### src/rtl/ddr4_v2_2_20_axi_rw_cmd_sched_if.sv
// Command bus bundle for the AW/AR scheduler: the AW and AR request sides plus
// the single shared downstream command port.
interface ddr4_v2_2_20_axi_rw_cmd_sched_if #(
  parameter int C_ADDR_WIDTH = 32,
  parameter int C_ID_WIDTH   = 4,
  parameter int C_LEN_WIDTH  = 8
);
  logic                    S_AW_VALID;
  logic                    S_AW_READY;
  logic [C_ADDR_WIDTH-1:0] S_AW_ADDR;
  logic [C_ID_WIDTH-1:0]   S_AW_ID;
  logic [C_LEN_WIDTH-1:0]  S_AW_LEN;
  logic                    S_AR_VALID;
  logic                    S_AR_READY;
  logic [C_ADDR_WIDTH-1:0] S_AR_ADDR;
  logic [C_ID_WIDTH-1:0]   S_AR_ID;
  logic [C_LEN_WIDTH-1:0]  S_AR_LEN;
  logic                    M_CMD_VALID;
  logic                    M_CMD_READY;
  logic                    M_CMD_WRITE;
  logic [C_ADDR_WIDTH-1:0] M_CMD_ADDR;
  logic [C_ID_WIDTH-1:0]   M_CMD_ID;
  logic [C_LEN_WIDTH-1:0]  M_CMD_LEN;

  // Scheduler view: receives AW/AR requests, drives the shared command port.
  modport slave (
    input  S_AW_VALID, S_AW_ADDR, S_AW_ID, S_AW_LEN,
    input  S_AR_VALID, S_AR_ADDR, S_AR_ID, S_AR_LEN,
    input  M_CMD_READY,
    output S_AW_READY, S_AR_READY,
    output M_CMD_VALID, M_CMD_WRITE, M_CMD_ADDR, M_CMD_ID, M_CMD_LEN
  );

  // Environment view: upstream request sources and downstream command sink.
  modport master (
    output S_AW_VALID, S_AW_ADDR, S_AW_ID, S_AW_LEN,
    output S_AR_VALID, S_AR_ADDR, S_AR_ID, S_AR_LEN,
    output M_CMD_READY,
    input  S_AW_READY, S_AR_READY,
    input  M_CMD_VALID, M_CMD_WRITE, M_CMD_ADDR, M_CMD_ID, M_CMD_LEN
  );
endinterface

### src/rtl/ddr4_v2_2_20_axi_rw_cmd_sched.sv
// AW/AR command scheduler: keeps issuing in the current direction to limit bus
// turnarounds, bounded by C_MAX_RUN under contention; one registered output stage.
module ddr4_v2_2_20_axi_rw_cmd_sched #(
  parameter string C_FAMILY     = "virtex6",
  parameter int    C_ADDR_WIDTH = 32,
  parameter int    C_ID_WIDTH   = 4,
  parameter int    C_LEN_WIDTH  = 8,
  parameter int    C_MAX_RUN    = 4
) (
  input  logic ACLK,
  input  logic ARESETN,
  ddr4_v2_2_20_axi_rw_cmd_sched_if.slave bus
);

  if ((C_MAX_RUN < 1) || (C_MAX_RUN > 15)) begin : g_bad_max_run
    $error("%s: C_MAX_RUN must be within 1..15", C_FAMILY);
  end

  typedef enum logic {DIR_RD = 1'b0, DIR_WR = 1'b1} dir_e;

  localparam logic [3:0] RUN_LIM = 4'(C_MAX_RUN);

  dir_e                    last_dir;
  dir_e                    win_dir;
  logic [3:0]              run_cnt;
  logic                    win_vld;
  logic                    load_ok;
  logic                    s_hs;
  logic [C_ADDR_WIDTH-1:0] nxt_addr;
  logic [C_ID_WIDTH-1:0]   nxt_id;
  logic [C_LEN_WIDTH-1:0]  nxt_len;

  logic                    m_valid;
  logic                    m_write;
  logic [C_ADDR_WIDTH-1:0] m_addr;
  logic [C_ID_WIDTH-1:0]   m_id;
  logic [C_LEN_WIDTH-1:0]  m_len;

  // Arbitration looks only at VALIDs and the run state, never at payload.
  always_comb begin
    win_vld = bus.S_AW_VALID | bus.S_AR_VALID;
    win_dir = DIR_RD;
    if (bus.S_AW_VALID && bus.S_AR_VALID) begin
      if (run_cnt < RUN_LIM) win_dir = last_dir;
      else                   win_dir = (last_dir == DIR_WR) ? DIR_RD : DIR_WR;
    end else if (bus.S_AW_VALID) begin
      win_dir = DIR_WR;
    end
  end

  always_comb begin
    nxt_addr = bus.S_AR_ADDR;
    nxt_id   = bus.S_AR_ID;
    nxt_len  = bus.S_AR_LEN;
    if (win_dir == DIR_WR) begin
      nxt_addr = bus.S_AW_ADDR;
      nxt_id   = bus.S_AW_ID;
      nxt_len  = bus.S_AW_LEN;
    end
  end

  assign load_ok        = !m_valid | bus.M_CMD_READY;
  assign s_hs           = ARESETN & load_ok & win_vld;
  assign bus.S_AW_READY = s_hs & (win_dir == DIR_WR);
  assign bus.S_AR_READY = s_hs & (win_dir == DIR_RD);

  always_ff @(posedge ACLK or negedge ARESETN) begin
    if (!ARESETN) begin
      m_valid  <= 1'b0;
      m_write  <= 1'b0;
      m_addr   <= '0;
      m_id     <= '0;
      m_len    <= '0;
      last_dir <= DIR_RD;
      run_cnt  <= '0;
    end else if (s_hs) begin
      m_valid <= 1'b1;
      m_write <= (win_dir == DIR_WR);
      m_addr  <= nxt_addr;
      m_id    <= nxt_id;
      m_len   <= nxt_len;
      if (win_dir == last_dir) begin
        if (run_cnt != 4'hF) run_cnt <= run_cnt + 4'd1;
      end else begin
        run_cnt  <= 4'd1;
        last_dir <= win_dir;
      end
    end else if (bus.M_CMD_READY) begin
      m_valid <= 1'b0;
    end
  end

  assign bus.M_CMD_VALID = m_valid;
  assign bus.M_CMD_WRITE = m_write;
  assign bus.M_CMD_ADDR  = m_addr;
  assign bus.M_CMD_ID    = m_id;
  assign bus.M_CMD_LEN   = m_len;

endmodule

### src/flat_wrapper.sv
// flat-port wrapper written by rule: the top's interface ports become plain ports
module ddr4_v2_2_20_axi_rw_cmd_sched_flat 
#(
  parameter string C_FAMILY     = "       ",
  parameter int    C_ADDR_WIDTH = 32,
  parameter int    C_ID_WIDTH   = 4,
  parameter int    C_LEN_WIDTH  = 8,
  parameter int    C_MAX_RUN    = 4
)
  (ACLK, ARESETN, bus_S_AW_VALID, bus_S_AW_ADDR, bus_S_AW_ID, bus_S_AW_LEN, bus_S_AR_VALID, bus_S_AR_ADDR, bus_S_AR_ID, bus_S_AR_LEN, bus_M_CMD_READY, bus_S_AW_READY, bus_S_AR_READY, bus_M_CMD_VALID, bus_M_CMD_WRITE, bus_M_CMD_ADDR, bus_M_CMD_ID, bus_M_CMD_LEN);
  ddr4_v2_2_20_axi_rw_cmd_sched_if #(.C_ADDR_WIDTH(C_ADDR_WIDTH), .C_ID_WIDTH(C_ID_WIDTH), .C_LEN_WIDTH(C_LEN_WIDTH)) bus_i ();
  input  logic ACLK;
  input  logic ARESETN;
  input wire logic [$bits(bus_i.S_AW_VALID)-1:0] bus_S_AW_VALID;
  input wire logic [$bits(bus_i.S_AW_ADDR)-1:0] bus_S_AW_ADDR;
  input wire logic [$bits(bus_i.S_AW_ID)-1:0] bus_S_AW_ID;
  input wire logic [$bits(bus_i.S_AW_LEN)-1:0] bus_S_AW_LEN;
  input wire logic [$bits(bus_i.S_AR_VALID)-1:0] bus_S_AR_VALID;
  input wire logic [$bits(bus_i.S_AR_ADDR)-1:0] bus_S_AR_ADDR;
  input wire logic [$bits(bus_i.S_AR_ID)-1:0] bus_S_AR_ID;
  input wire logic [$bits(bus_i.S_AR_LEN)-1:0] bus_S_AR_LEN;
  input wire logic [$bits(bus_i.M_CMD_READY)-1:0] bus_M_CMD_READY;
  output wire logic [$bits(bus_i.S_AW_READY)-1:0] bus_S_AW_READY;
  output wire logic [$bits(bus_i.S_AR_READY)-1:0] bus_S_AR_READY;
  output wire logic [$bits(bus_i.M_CMD_VALID)-1:0] bus_M_CMD_VALID;
  output wire logic [$bits(bus_i.M_CMD_WRITE)-1:0] bus_M_CMD_WRITE;
  output wire logic [$bits(bus_i.M_CMD_ADDR)-1:0] bus_M_CMD_ADDR;
  output wire logic [$bits(bus_i.M_CMD_ID)-1:0] bus_M_CMD_ID;
  output wire logic [$bits(bus_i.M_CMD_LEN)-1:0] bus_M_CMD_LEN;
  assign bus_i.S_AW_VALID = bus_S_AW_VALID;
  assign bus_i.S_AW_ADDR = bus_S_AW_ADDR;
  assign bus_i.S_AW_ID = bus_S_AW_ID;
  assign bus_i.S_AW_LEN = bus_S_AW_LEN;
  assign bus_i.S_AR_VALID = bus_S_AR_VALID;
  assign bus_i.S_AR_ADDR = bus_S_AR_ADDR;
  assign bus_i.S_AR_ID = bus_S_AR_ID;
  assign bus_i.S_AR_LEN = bus_S_AR_LEN;
  assign bus_i.M_CMD_READY = bus_M_CMD_READY;
  assign bus_S_AW_READY = bus_i.S_AW_READY;
  assign bus_S_AR_READY = bus_i.S_AR_READY;
  assign bus_M_CMD_VALID = bus_i.M_CMD_VALID;
  assign bus_M_CMD_WRITE = bus_i.M_CMD_WRITE;
  assign bus_M_CMD_ADDR = bus_i.M_CMD_ADDR;
  assign bus_M_CMD_ID = bus_i.M_CMD_ID;
  assign bus_M_CMD_LEN = bus_i.M_CMD_LEN;
  ddr4_v2_2_20_axi_rw_cmd_sched #(.C_FAMILY(C_FAMILY), .C_ADDR_WIDTH(C_ADDR_WIDTH), .C_ID_WIDTH(C_ID_WIDTH), .C_LEN_WIDTH(C_LEN_WIDTH), .C_MAX_RUN(C_MAX_RUN)) u_core (.ACLK(ACLK), .ARESETN(ARESETN), .bus(bus_i));
endmodule
### config.mk
export PLATFORM = sky130hd
export DESIGN_NAME = ddr4_v2_2_20_axi_rw_cmd_sched_flat
export DESIGN_NICKNAME = d
export VERILOG_FILES = /design/src/rtl/ddr4_v2_2_20_axi_rw_cmd_sched_if.sv /design/src/rtl/ddr4_v2_2_20_axi_rw_cmd_sched.sv /design/src/flat_wrapper.sv
export SDC_FILE = /design/constraint.sdc
export NUM_CORES = 1
export LEC_CHECK = 0
export ABC_AREA = 1
export BUFFER_PORTS_ARGS = -buffer_cell sky130_fd_sc_hd__buf_2
export CAP_MARGIN = 20
export CORE_MARGIN = 2
export CORE_UTILIZATION = 43
export CTS_CLUSTER_DIAMETER = 200
export CTS_CLUSTER_SIZE = 25
export DETAILED_ROUTE_END_ITERATION = 8
export PLACE_DENSITY = 0.78
export SLEW_MARGIN = 5
export SYNTH_ARGS = -nofsm -noshare
export SYNTH_HDL_FRONTEND = slang
export SYNTH_SLANG_ARGS = --single-unit
### constraint.sdc
create_clock -name ACLK -period 1.65 [get_ports ACLK]
set_input_delay 0.33 -clock ACLK [delete_from_list [all_inputs] [get_ports ACLK]]
set_output_delay 0.33 -clock ACLK [all_outputs]
set_load 0.05 [all_outputs]
==> flow_summary.toml, run 1 <==
[worst_hold_path]
hold_class = "in -> async"

[placement]
routabilityCongestion = 0.784
dpl-instance-area_sq_um = 3120
dp_hpwl_mm = 4.53
port_buffers = 140
place_inst = 492

[synth]
yosys_warnings = 0
syn-num-nets = 378
synth-seq-area-share = 0.552
synth_top_cell_area_share = 0.552
synthesis.area_sq_um = 2310
synth_area_leaders = "dfrtp_1 (55%), nand2_1 (24%), nand3_1 (11%), buf_4 (1.6%), buf_2 (1.3%)"
syn_inst = 284
ys_types = 20
synth-seq-cells = 51
syn-mean-instance-area_sq_um = 8.15
yosys.area.top_type = "dfrtp_1"

[route]
drtAntennaViolNets = 0
drtIter0Drc = 131
firstDrtPassIters = 4
vias = 2391
totalWireLength_mm = 6.15
drcViolationCount = 0
wire_per_inst_um = 12.1
avgViaCountPerCell = 4.71

[clocking]
cts_num_sinks = 51
cts_tree = "done"
htree_levels = 2
ctsLongestPathBuffers = 2
cts.root.buffer_cell = "clkbuf_8"
insertion_delay_ns = 0.30
cts_hold_buffers = 0
clk_pin_slew_worst_paths_ns = 0.09
cts_buffers = 5

[critical_path]
critPathBufInv = 1
cp_data_arrival_time_ns = 1.37
worstSetupPathType = "reg -> out"
slowest_delay_ns = 0.41
crit_chain = "o21ai_2 > nand3_4 > a21oi_4 > buf_6"
regToRegSetupSlack_ns = 0.13
critPathSlowestCell = "dfrtp_1"
reg2reg_depth = 6
start_kind = "register"
cp_top_family = "flip-flops"
cp-end-kind = "primary output"
rr_endpoint = "u_core.bus.M_CMD_ADDR[22]"
reg2reg_from = "u_core.run_cnt[2]"
cp_max_fo = 4
cp.required_ns = 1.32

[sta]
post-route-min-period_ns = 1.70
setup_viol_count_final = 2
setup_slack_ns = -0.0540
final.setup_skew_ns = 0.00775
worstMarginPinSlew_ns = 0.614
slew_viol_final = 0
rsz0062_at_grt = "yes"
period_share = 1.03
report.final.hold_viol_count = 0
slew_headroom = 0.591
timing.fmax_mhz = 587

[grt]
grt_pass1_wl_mm = 10.0
overflow = 0
grt_start_max_net_pins = 52
grt_use_total = 0.208
grt_pass1_vias = 2272
antenna_found_initial = 0

[layout]
antenna_cells = 0
finalInstanceArea_sq_um = 3300
syn_to_final_growth_pct = 42.7
drive_above_1_share = 0.402
nets = 531
stdcell_count = 508

[floorplan]
ios = 141
die_h_um = 77.4
dieArea_sq_um = 5980
start_util = 0.450
num_rows = 26
core-area_sq_um = 5140
dieWidth_um = 77.4

[job]
maxCapViolations = 0

[run_status]
failed_checks = "negative setup slack"
status = "finished, violations left"

[power]
p_per_area_nw_per_um2 = 1300
leakagePower_nw = 1.86
vdd_drop_max_v = 0.000738
## per-stage QoR
step | utilization | worst slack, ns | power (W) | TNS (ns) | hold WS [ns]
6_report | 0.642 | -0.0540 | 0.00428 | -0.0939 | 0.198
2_1_floorplan | - | 0.0291 | 0.00303 | 0 | 0.0344
4_1_cts | 0.638 | -0.0919 | 0.00431 | -0.151 | 0.216
3_5_place_dp | 0.608 | 0.0514 | 0.00357 | 0 | 0.480
3_3_place_gp | 0.608 | 0.111 | 0.00354 | 0 | 0.475
5_1_grt | 0.642 | -0.112 | 0.00451 | -0.212 | 0.223
## how the worst max path moves through the flow
stage | slack, ns | cells past startpoint | startpoint | endpoint
floorplan | 0.03 | 6 | u_core.bus.M_CMD_VALID | bus_S_AR_READY
global placement | 0.11 | 6 | u_core.last_dir | bus_S_AW_READY
detailed placement | 0.05 | 6 | u_core.run_cnt[3] | bus_S_AW_READY
CTS | -0.09 | 6 | u_core.run_cnt[2] | bus_S_AW_READY
global route | -0.11 | 4 | u_core.run_cnt[2] | bus_S_AR_READY
finish | -0.05 | 4 | u_core.run_cnt[2] | bus_S_AR_READY
## final cells by class
| type | instances | area [sq um] |
|---|---|---|
| Fill cell | 465 | 1840 |
| Inverter | 5 | 18.8 |
| Multi-Input combinational cell | 215 | 962 |
| Tap cell | 70 | 87.6 |
| Sequential cell | 51 | 1280 |
| Clock buffer | 5 | 68.8 |
| Timing Repair Buffer | 159 | 872 |
| Clock inverter | 3 | 15.0 |
## logic make-up after synthesis
group	Yosys count	synth area share
simple gates	208	0.381
flops	51	0.552
buf+inv	18	0.0406
compound gates	4	0.0135
xor+xnor	2	0.00757
fa+ha+maj	1	0.00541
## repair_timing
item,4_1_cts,5_1_grt
gates resized for setup,10,1
endpoints found under the setup margin,2,20
cloned,0,0
buffers inserted,5,4
pin swaps,4,6
## layer usage
metal | GRT usage | wire (um) | vias up
li1 | - | - | 1208
met1 | 0.258 | 2590 | 1079
met2 | 0.360 | 3090 | 95
met3 | 0.0523 | 412 | 9
met4 | 0.0589 | 68 | 0
met5 | 0 | 0 | -
## sequential cells by signal, indices dropped and copies added, names as in the netlist
register	count
u_core.bus.M_CMD_LEN	8
u_core.run_cnt	4
u_core.bus.M_CMD_WRITE	1
u_core.last_dir	1
u_core.bus.M_CMD_ADDR	32
u_core.bus.M_CMD_VALID	1
u_core.bus.M_CMD_ID	4
## power by group
| group | leakage [nW] | switching (W) | total (W) | internal, W |
|---|---|---|---|---|
| combinational | 1.18 | 0.00141 | 0.00192 | 0.000519 |
| clock | 0.0477 | 0.000384 | 0.000675 | 0.000291 |
| sequential | 0.632 | 0.000157 | 0.00168 | 0.00153 |
| total | 1.86 | 0.00195 | 0.00428 | 0.00233 |
## worst reg2reg max path, stage by stage (launching register included)
cell	delay, ns
dfrtp_1	0.41
o21ai_2	0.19
nand3_4	0.13
a21oi_4	0.18
buf_4	0.35
nand2_1	0.13
nand3_1	0.09
## Yosys cell counts, drive strengths merged
| master | n |
|---|---|
| inv | 5 |
| buf | 12 |
| nand4 | 3 |
| or2 | 1 |
| xor2 | 1 |
| a21oi | 2 |
| xnor2 | 1 |
| nand3 | 53 |
| nand2 | 148 |
| nor2 | 3 |
| ha | 1 |
| clkbuf | 1 |
| o21ai | 2 |
| dfrtp | 51 |
## cell usage in the layout (no fill, tap or decap)
cell      synthesis  layout
clkbuf_8          0       5
nand3_1          51      51
a21oi_1           1       1
buf_6             0       1
a21oi_4           1       1
nand3_4           1       2
buf_12            0       1
buf_8             0       1
inv_2             0       1
or2_2             1       1
nand4_1           3       3
nand2_1         148     147
xor2_1            1       1
nand2_4           0       1
o21ai_0           2       1
dfrtp_2           0       1
xnor2_1           1       1
clkinv_2          0       3
nor2_1            2       2
ha_1              1       1
o21ai_2           0       1
buf_2             6     138
nor2_4            1       1
inv_1             5       4
buf_4             5      18
dfrtp_1          51      50
No activity file was read; power rests on OpenSTA's default activity.
==> run 2: changes to the inputs <==
- ABC_AREA: 1 -> unset
- CORE_UTILIZATION: 43 -> 44
==> run 2 against run 1 <==
Compared with the run above: the flow still finishes with violations (negative setup slack); global-route usage is 1.5 points lower; power increased by 18%; register-to-register slack worse by 0.39 ns; synthesized cell count decreased by 18%; synthesized area rose by 6.2%; largest cell class unchanged.
==> flow_summary.toml, run 2 <==
[synth]
synthTopCellsByCount = "dfrtp_1 (51), a21oi_1 (47), nor2_1 (47)"
yosys.area.top_type = "dfrtp_1"
syn_inst = 233
ys_types = 23
synth_edf_count = 0
syn-mean-instance-area_sq_um = 10.5
yosys_warnings = 0
synth-seq-area-share = 0.520
synth-main-ff-cell = "dfrtp_1"
synth.most_common_cell = "dfrtp_1"
synthArstFlopShare = 1.00
synthesis.area_sq_um = 2460
synth_area_leaders = "dfrtp_1 (52%), mux2i_1 (18%), a21oi_1 (9.6%), nor2_1 (7.2%), buf_12 (4.1%)"
synth_top_cell_area_share = 0.520
synth-seq-cells = 51
syn-num-nets = 327

[grt]
grt_use_total = 0.193
grt_pass1_wl_mm = 9.39
grt_start_max_net_pins = 52
antenna_found_initial = 0
overflow = 0
grt_pass1_vias = 2163

[sta]
report.final.hold_viol_count = 0
setup_viol_count_final = 48
post-route-min-period_ns = 2.00
setup_slack_ns = -0.351
slew_headroom = 0.582
period_share = 1.21
slew_viol_final = 0
worstMarginPinSlew_ns = 0.627
hold_ws_ns = 0.146
rsz0062_at_grt = "yes"
final.setup_skew_ns = 0.00608
timing.fmax_mhz = 500

[floorplan]
die_h_um = 78.7
dieArea_sq_um = 6200
dieWidth_um = 78.7
ios = 141
start_util = 0.452
core-area_sq_um = 5440
num_rows = 27

[critical_path]
crit_chain = "or4b_1 > and3_4 > and2_4 > buf_8"
cp-end-kind = "primary output"
slowest_delay_ns = 0.52
start_kind = "register"
critPathBufInv = 1
cp_max_fo = 4
worstSetupPathType = "reg -> out"
critPathSlowestCell = "or4b_1"
cp.required_ns = 1.32
cp_top_family = "simple AND/OR/NAND/NOR gates"
cp_data_arrival_time_ns = 1.67

[placement]
dp_hpwl_mm = 4.20
routabilityCongestion = 0.746
place_inst = 446
port_buffers = 140

[clocking]
cts.root.buffer_cell = "clkbuf_8"
cts_num_sinks = 51
ctsLongestPathBuffers = 2
cts_tree = "done"
htree_levels = 2
clk_pin_slew_worst_paths_ns = 0.09
cts_buffers = 5
insertion_delay_ns = 0.30

[job]
maxCapViolations = 0

[route]
vias = 2248
drtIter0Drc = 66
totalWireLength_mm = 6.11
drcViolationCount = 0
wire_per_inst_um = 13.3
drtAntennaViolNets = 0
firstDrtPassIters = 4
avgViaCountPerCell = 4.88

[run_status]
failed_checks = "negative setup slack"
status = "finished, violations left"

[layout]
antenna_cells = 0
final_common_cell = "buf_2"
stdcell_count = 461
mostFrequentLayoutCells = "buf_2 (138), dfrtp_1 (51), nor2_1 (46), a21oi_1 (45), mux2i_1 (41)"
syn_to_final_growth_pct = 46.4
drive_above_1_share = 0.481
largest_register_ffs = 32
multi_input_area_sq_um = 1120
regArea_sq_um = 1280
nets = 482
nFillCells = 442

[power]
vdd_drop_max_v = 0.000774
p_per_area_nw_per_um2 = 1400
leakagePower_nw = 1.78

[worst_hold_path]
hold_class = "in -> async"
## run 2: logic make-up (layout without fill, tap and decap cells)
logic type / count (synthesis) / in the layout / share of synthesized area
DFF: 51 / 51 / 0.520
AOI/OAI and AO/OA: 56 / 56 / 0.120
muxes: 45 / 45 / 0.184
and+or+nand+nor: 65 / 65 / 0.116
adders and majority gates: 1 / 1 / 0.00509
buffers and inverters: 15 / 171 / 0.0560
## run 2: final timing paths
| kind | from | end | slack [ns] | cells after the start |
|---|---|---|---|---|
| worst min-delay path | ARESETN | u_core.bus.M_CMD_ADDR[0] | 0.15 | 2 |
| worst max-delay path | u_core.run_cnt[2] | bus_S_AW_READY | -0.35 | 4 |
| max in group asynchronous | ARESETN | u_core.bus.M_CMD_ADDR[10] | 1.07 | 2 |
| worst min register to register | u_core.bus.M_CMD_WRITE | u_core.bus.M_CMD_WRITE | 0.48 | 1 |
| worst max register to register | u_core.run_cnt[2] | u_core.bus.M_CMD_ADDR[5] | -0.26 | 7 |
| min in group ACLK | bus_S_AR_ID[0] | u_core.bus.M_CMD_ID[0] | 0.31 | 3 |
## run 2: what timing repair did
action / in CTS / in global routing
cloned: 2 / 1
hold buffers: 0 / 0
setup buffers: 3 / 2
pin swaps: 7 / 9
setup endpoints to repair: 51 / 51
gates resized for setup: 14 / 18
## run 2: layer usage
metal / up-vias / track usage / wire [um]
li1: 1117 / - / -
met1: 1036 / 0.226 / 2410
met2: 89 / 0.344 / 3200
met3: 6 / 0.0523 / 447
met4: 0 / 0.0614 / 54
met5: - / 0 / 0
## run 2: layout make-up
class | instances | share of cell area
clock buffer | 8 | 0.0278
timing repair buffer | 163 | 0.279
tap | 72 | 0.0251
sequential | 51 | 0.355
multi-input combinational | 167 | 0.313
## run 2: power by group
group,internal [W],switching [W],total [W]
combinational,0.000918,0.00164,0.00256
clock,0.000383,0.000385,0.000768
sequential,0.00154,0.000170,0.00171
total,0.00285,0.00219,0.00504
## run 2: through the flow
step	total power (W)	utilization	area [sq um]	TNS, ns	worst slack [ns]
floorplan	0.00341	-	2470	-1.91	-0.316
global placement	0.00390	0.601	3270	-1.81	-0.114
detailed placement	0.00397	0.601	3270	-3.74	-0.139
CTS	0.00495	0.644	3500	-6.79	-0.363
global route	0.00532	0.661	3590	-10.88	-0.407
finish	0.00504	0.661	3590	-7.08	-0.351
==> run 3: changes to the inputs <==
- CORE_UTILIZATION: 44 -> 45
- CTS_BUF_LIST: unset -> sky130_fd_sc_hd__clkbuf_2
- PLACE_DENSITY: 0.78 -> 0.82
==> run 3 against run 2 <==
Compared with the run above: critical path depth stayed put; cell count is 1.5% lower; largest cell class unchanged; wire length is 4.6% higher; sequential power hardly changed; clock skew is 0.0047 ns higher; the run still ends with negative setup slack left; utilization is 1.7 points higher; largest power group unchanged; non-clock buffer count is 5 lower; highest routed layer unchanged.
==> flow_summary.toml, run 3 (synthesis results as in run 2) <==
[sta]
slew_viol_final = 0
setup_viol_count_final = 49
setup_slack_ns = -0.547
rsz0062_at_grt = "yes"
period_share = 1.33
report.final.hold_viol_count = 0
final.setup_skew_ns = 0.0108
slew_headroom = 0.579
tns_ns = -12.11
post-route-min-period_ns = 2.20
timing.fmax_mhz = 455
worstMarginPinSlew_ns = 0.631

[floorplan]
dieArea_sq_um = 6070
num_rows = 26
die_h_um = 77.9
start_util = 0.475
ios = 141
core-area_sq_um = 5170
dieWidth_um = 77.9

[placement]
routabilityCongestion = 0.797
dp_hpwl_mm = 4.44
port_buffers = 140
place_inst = 441
pre_cts_ws_ns = -0.169

[grt]
grt_start_max_net_pins = 92
grt_pass1_wl_mm = 10.1
grt_use_total = 0.211
grt_pass1_vias = 2201
antenna_found_initial = 0
overflow = 0

[critical_path]
crit_chain = "or4b_1 > and3_4 > and2_4 > buf_8"
cp.required_ns = 1.32
reg2reg_from = "u_core.run_cnt[2]"
cp_data_arrival_time_ns = 1.87
critPathBufInv = 1
cp_top_family = "simple AND/OR/NAND/NOR gates"
rr_endpoint = "u_core.bus.M_CMD_ADDR[12]"
slowest_delay_ns = 0.53
reg2reg_depth = 8
start_kind = "register"
worstSetupPathType = "reg -> out"
crit_start = "u_core.run_cnt[2]"
cp-end-kind = "primary output"
endpoint = "bus_S_AW_READY"
crit_cells = 4
critPathSlowestCell = "or4b_1"
regToRegSetupSlack_ns = -0.31
cp_max_fo = 3

[route]
firstDrtPassIters = 4
avgViaCountPerCell = 4.97
drtIter0Drc = 94
met3_wirelength_um = 525
drtAntennaViolNets = 0
vias = 2258
totalWireLength_mm = 6.40
wire_per_inst_um = 14.1
wl_met2_mm = 3.22
wl_met1_mm = 2.51
top_layer = "met4"
drcViolationCount = 0

[run_status]
failed_checks = "negative setup slack"
status = "finished, violations left"

[layout]
antenna_cells = 0
mostFrequentLayoutCells = "buf_2 (138), dfrtp_1 (51), a21oi_1 (47), nor2_1 (46), mux2i_1 (42)"
drive_above_1_share = 0.461
fin_util = 0.678
final_common_cell = "buf_2"
largest_register_ffs = 32
syn_to_final_growth_pct = 42.8
nets = 477
stdcell_count = 454
nFillCells = 409

[worst_hold_path]
hold_class = "in -> async"

[clocking]
cts.root.buffer_cell = "clkbuf_2"
clk_pin_slew_worst_paths_ns = 0.24
ctsLongestPathBuffers = 2
insertion_delay_ns = 0.42
cts_num_sinks = 51
cts_buffers = 5
cts_tree = "done"
cts_hold_buffers = 0
htree_levels = 2

[power]
p_per_area_nw_per_um2 = 1370
p_total_w = 0.00481
vdd_drop_max_v = 0.000587
leakagePower_nw = 1.76

[job]
maxCapViolations = 0
[run 3: changes by cell type in the layout (fill, tap and decap cells not counted), sizes merged]
cell    delta
clkbuf     -4
bufinv     +1
bufbuf     +3
clkinv     +2
buf        -7
[run 3: report_power, final]
| group | internal [W] | switching, W | leakage (nW) |
|---|---|---|---|
| sequential | 0.00154 | 0.000164 | 0.566 |
| clock | 0.000249 | 0.000372 | 0.0404 |
| combinational | 0.000899 | 0.00158 | 1.15 |
[run 3: how the worst min path moves through the flow]
| stage | to | slack (ns) | start | cells after the start |
|---|---|---|---|---|
| floorplan | u_core.bus.M_CMD_ADDR[0] | 0.03 | ARESETN | 0 |
| global placement | u_core.bus.M_CMD_WRITE | 0.47 | u_core.bus.M_CMD_WRITE | 1 |
| detailed placement | u_core.bus.M_CMD_WRITE | 0.48 | u_core.bus.M_CMD_WRITE | 1 |
| CTS | u_core.last_dir | 0.01 | ARESETN | 2 |
| global route | u_core.last_dir | 0.04 | ARESETN | 2 |
| finish | u_core.bus.M_CMD_ADDR[3] | 0.03 | ARESETN | 2 |
[run 3: worst reg2reg max path, cell delays in order, from the launching register on]
cell and delay (ns):
dfrtp_1 0.43, buf_4 0.13, buf_6 0.12, o211ai_1 0.19
and3_4 0.25, buf_4 0.18, bufbuf_16 0.31, mux2i_1 0.19
a21oi_1 0.09
[run 3: cell type report]
class / instances / area [sq um] / share of cell area
flip-flops and latches: 51 / 1280 / 0.364
multi-input cells: 167 / 1100 / 0.315
repair buffers: 158 / 976 / 0.278
well taps: 70 / 87.6 / 0.0250
clock inverters: 3 / 38.8 / 0.0111
clock buffers: 5 / 25.0 / 0.00714
[run 3: stage by stage]
step                hold slack, ns  area [sq um]
finish                      0.0283          3510
CTS                         0.0149          3470
detailed placement           0.482          3230
floorplan                   0.0344          2470
global route                0.0358          3510
global placement             0.471          3230
[run 3: what timing repair did]
item,4_1_cts,5_1_grt
cloned,3,0
pin swaps,3,5
setup endpoints to repair,49,52
resized for setup,14,11
setup buffers,3,1
[run 3: layer usage]
metal  vias up  track usage
li1       1113            -
met1      1029        0.237
met2       103        0.386
met3        13       0.0465
met4         0       0.0839
met5         -            0
